--- src/rtl/button_event.sv ---
// Turns the debounced button level into one-cycle press/short/long/double-click pulses.
// Latency: every output is registered, one cycle after the qualifying sample; no backpressure (pulses are fire-and-forget).
module button_event #(
    parameter int LONG_CYCLES = 50_000_000,
    parameter int DCLICK_GAP  = 25_000_000,
    parameter int CNT_W       = 27
) (
    input  logic clock,
    input  logic reset,
    input  logic semnal,
    output logic press_pulse,
    output logic short_press,
    output logic long_press,
    output logic double_click,
    output logic held
);

    typedef enum logic [2:0] {
        ST_IDLE,
        ST_PRESS,
        ST_LONG,
        ST_GAP,
        ST_PRESS2
    } state_t;

    localparam logic [CNT_W-1:0] LONG_LAST = CNT_W'(LONG_CYCLES - 1);
    localparam logic [CNT_W-1:0] GAP_LAST  = CNT_W'(DCLICK_GAP);
    localparam logic [CNT_W-1:0] CNT_MAX   = '1;
    localparam logic [CNT_W-1:0] CNT_ONE   = CNT_W'(1);

    state_t           state_q, state_d;
    logic [CNT_W-1:0] cnt_q, cnt_d;
    logic             sig_q, sig_d;
    logic             press_pulse_q, press_pulse_d;
    logic             short_press_q, short_press_d;
    logic             long_press_q, long_press_d;
    logic             double_click_q, double_click_d;
    logic             held_q, held_d;

    logic             rise;
    logic [CNT_W-1:0] cnt_inc;

    assign rise    = semnal & ~sig_q;
    assign cnt_inc = (cnt_q == CNT_MAX) ? cnt_q : cnt_q + CNT_ONE;

    always_comb begin
        state_d        = state_q;
        cnt_d          = cnt_q;
        sig_d          = semnal;
        held_d         = semnal;
        press_pulse_d  = rise;
        short_press_d  = 1'b0;
        long_press_d   = 1'b0;
        double_click_d = 1'b0;

        case (state_q)
            ST_IDLE: begin
                if (rise) begin
                    state_d = ST_PRESS;
                    cnt_d   = CNT_ONE;
                end
            end
            ST_PRESS: begin
                if (!semnal) begin
                    state_d = ST_GAP;
                    cnt_d   = CNT_ONE;
                end else if (cnt_q >= LONG_LAST) begin
                    // this sample is the LONG_CYCLES-th high one, rise included
                    state_d      = ST_LONG;
                    cnt_d        = '0;
                    long_press_d = 1'b1;
                end else begin
                    cnt_d = cnt_inc;
                end
            end
            ST_LONG: begin
                if (!semnal) begin
                    state_d = ST_IDLE;
                    cnt_d   = '0;
                end
            end
            ST_GAP: begin
                // a rise on the expiry sample still counts as a double click
                if (rise && cnt_q <= GAP_LAST) begin
                    state_d        = ST_PRESS2;
                    cnt_d          = '0;
                    double_click_d = 1'b1;
                end else if (cnt_q >= GAP_LAST) begin
                    state_d       = ST_IDLE;
                    cnt_d         = '0;
                    short_press_d = 1'b1;
                end else begin
                    cnt_d = cnt_inc;
                end
            end
            ST_PRESS2: begin
                if (!semnal) begin
                    state_d = ST_IDLE;
                    cnt_d   = '0;
                end
            end
            default: begin
                state_d = ST_IDLE;
                cnt_d   = '0;
            end
        endcase
    end

    // sig_q resets high so a button held through reset is not seen as a rise
    always_ff @(posedge clock or posedge reset) begin
        if (reset) begin
            state_q        <= ST_IDLE;
            cnt_q          <= '0;
            sig_q          <= 1'b1;
            press_pulse_q  <= 1'b0;
            short_press_q  <= 1'b0;
            long_press_q   <= 1'b0;
            double_click_q <= 1'b0;
            held_q         <= 1'b0;
        end else begin
            state_q        <= state_d;
            cnt_q          <= cnt_d;
            sig_q          <= sig_d;
            press_pulse_q  <= press_pulse_d;
            short_press_q  <= short_press_d;
            long_press_q   <= long_press_d;
            double_click_q <= double_click_d;
            held_q         <= held_d;
        end
    end

    assign press_pulse  = press_pulse_q;
    assign short_press  = short_press_q;
    assign long_press   = long_press_q;
    assign double_click = double_click_q;
    assign held         = held_q;

endmodule

--- config.mk ---
export PLATFORM = sky130hd
export DESIGN_NAME = button_event
export DESIGN_NICKNAME = d
export VERILOG_FILES = /design/src/rtl/button_event.sv
export SDC_FILE = /design/constraint.sdc
export NUM_CORES = 1
export LEC_CHECK = 0
export ABC_AREA = 1
export CAP_MARGIN = 20
export CORE_UTILIZATION = 61
export CTS_CLUSTER_SIZE = 28
export DETAILED_ROUTE_END_ITERATION = 8
export GPL_ROUTABILITY_DRIVEN = 0
export PLACE_DENSITY = 0.86
export SLEW_MARGIN = 20
export SYNTH_ARGS = -nofsm -noshare
export SYNTH_HDL_FRONTEND = slang
export SYNTH_SLANG_ARGS = --single-unit
--- constraint.sdc ---
create_clock -name clock -period 2.2 [get_ports clock]
set_input_delay 0.33 -clock clock [delete_from_list [all_inputs] [get_ports clock]]
set_output_delay 0.33 -clock clock [all_outputs]
set_load 0.01 [all_outputs]
==> impl_metrics.tcl <==
set metrics [dict create \
    clock_latency_ps 300 \
    grt_max_degree 37 \
    dr.pass1.iters 5 \
    dp_hpwl_um 4690 \
    status "complete, no violations" \
    cts_sinks 36 \
    rsz0062_at_grt "false" \
    tritoncts "built" \
    cp-end-kind "flip-flop" \
    io_buffers 7 \
    slew_viol_final 0 \
    die_w_um 66.2 \
    power.density_mw_per_mm2 725 \
    start_kind "flip-flop" \
    synth-edff-count 0 \
    yosys.area.top_type_share_pct 34.8 \
    syn2layout_area_growth_pct 9.80 \
    ys_warn_count 0 \
    synth_commonest_cells "nand2_1 (111), inv_1 (41), nor2_1 (41)" \
    netlist_instances 360 \
    cts-htree-levels 2 \
    synth_top_cell_by_area "dfrtp_1" \
    cts_hold_buf 0 \
    path_clk_slew_ps 70 \
    drt_first_iter_violations 369 \
    diodes 0 \
    antenna_violating_nets_post_route 0 \
    fin_area_mm2 0.00276 \
    multi_input_area_mm2 0.00141 \
    ys_top_cells_by_area "dfrtp_1 (35%), nand2_1 (17%), inv_1 (6.1%)" \
    drive_above_1_share_pct 11.3 \
    worstMarginPinSlew_ps 440 \
    num_vias 2425 \
    post_cts_buffers 0 \
    hold_class "in2async" \
    vias_per_cell 5.76 \
    grt-ovfl-total 0 \
    grtUsageMet3_pct 5.52 \
    post_cts_resized 0 \
    grtUsageMet2_pct 53.1 \
    grt_pass1_wl_um 10700 \
    synth_nets 365 \
    fp.coreArea_mm2 0.00380 \
    cp_max_fo 19 \
    drc 0 \
    synth_cell_type_count 34 \
    critical_path_class "reg2reg" \
    tns_ps 0 \
    fillers 307 \
    finalClockSkew_ps 3.54 \
    reg2reg_depth 13 \
    min_period_ps 2010 \
    busiest_layer "met2" \
    cts_buffer_depth 2 \
    setup_viol 0 \
    dieArea_mm2 0.00438 \
    start_util_pct 66.2 \
    grtUsageTotal_pct 33.1 \
    ff_latch_area_um2 903 \
    cp.arrival_ps 2250 \
    wire_per_inst_um 15.1 \
    ys_seq_elements 36 \
    post-synth-top-count-cell "nand2_1" \
    antenna_found_initial 0 \
    hold_viol_final 0 \
    synthesis.area_mm2 0.00251 \
    p_leak_nw 1.31 \
    clock-root-buffer "clkbuf_8" \
    io_pins 8 \
    drv_cap 0 \
    required_ps 2440 \
    drt_wl_total_um 6370 \
    synthArstFlopShare_pct 100 \
    relSlewSlack_pct 70.7 \
    max_freq_mhz 497 \
    synth-main-ff-cell "dfrtp_1" \
    grt_pass1_vias 2299 \
    met1_usage_pct 44.5 \
    dieHeight_um 66.2 \
    ys_seq_area_share_pct 35.9 \
    placed_area_mm2 0.00263 \
    fp-row-count 22 \
    syn_avg_cell_area_um2 6.99 \
    peakVddDrop_v 0.000564 \
    cts_buffers 5 \
    min_period_over_period_pct 91.4 \
    nets 377 \
]
worst paths after layout:
| path | to | startpoint | slack, ps |
|---|---|---|---|
| setup / recovery | cnt_q[0]$_DFFE_PP0P_ | cnt_q[0]$_DFFE_PP0P_ | 190 |
| hold / removal | long_press$_DFF_PP0_ | reset | 450 |
| setup reg to reg | cnt_q[0]$_DFFE_PP0P_ | cnt_q[0]$_DFFE_PP0P_ | 190 |
| hold reg to reg | state_q[2]$_DFFE_PP0P_ | state_q[2]$_DFFE_PP0P_ | 520 |
| max in group asynchronous | sig_q$_DFF_PP1_ | reset | 1420 |
| min in group clock | sig_q$_DFF_PP1_ | semnal | 520 |
layout make-up:
class                   count  share of cell area (%)
flip-flops and latches     36                    32.7
repair buffers             12                    3.90
inverters                  46                    6.25
clock inverters             3                    1.54
multi-input cells         271                    50.9
well taps                  48                    2.17
clock buffers               5                    2.49
logic make-up after synthesis:
logic type / share of synthesized area [%]
AND/OR/NAND/NOR: 40.2
buffers and inverters: 8.86
XOR/XNOR: 5.57
flip-flops: 35.9
adder cells (fa/ha/maj): 0.995
AO/OA/AOI/OAI: 8.56
where the power goes:
part	switching [mW]	internal (mW)	leakage, nW
registers	0.0493	0.715	0.488
logic	0.455	0.200	0.767
clock network	0.247	0.335	0.0541
cells in the final DEF (no fill, tap or decap), drive strengths merged:
cell / instances
buf: 5
xnor2: 1
clkdlybuf4s50: 7
inv: 46
bufinv: 1
a311oi: 1
nand3: 25
o21ai: 24
ha: 2
nor4: 1
nand2: 116
clkbuf: 5
nor3b: 2
clkinvlp: 1
o211ai: 3
nand4: 16
dfrtp: 35
nor2: 45
xor2: 15
nor3: 11
a21oi: 5
and3: 1
o22ai: 2
clkinv: 1
dfstp: 1
a211oi: 1
routing by layer:
metal	up-vias	wire length (um)
met3	23	492
met1	1115	2800
met4	0	188
li1	1180	-
met2	107	2890
met5	-	0
flip-flops by register name, indices dropped and copies added (netlist names):
register and cells:
state_q 3, sig_q 1, cnt_q 27, double_click 1, short_press 1, held 1
long_press 1, press_pulse 1
critical path: stages, from the launching register on:
cell and delay (ps):
dfrtp_2 420, ha_1 210, nand2_1 130, nor2_4 150, nand2_1 130, nor3_4 260
nand2_4 200, nand2_1 120, nand2_1 50, inv_1 40, nand2_1 40, nand2_1 50
nand2_1 60, nand2_1 70
per-stage QoR:
step	util, %	cells	hold slack (ps)	setup WS (ps)	power (mW)
after floorplan	-	360	334	544	1.24
after global routing	72.7	421	514	25.0	2.12
after global placement	69.3	413	489	205	1.38
final	72.7	421	450	188	2.00
after CTS	72.2	421	471	81.8	1.97
after detailed placement	69.3	413	511	119	1.39
Note: power is estimated with default switching activity, not from simulation.
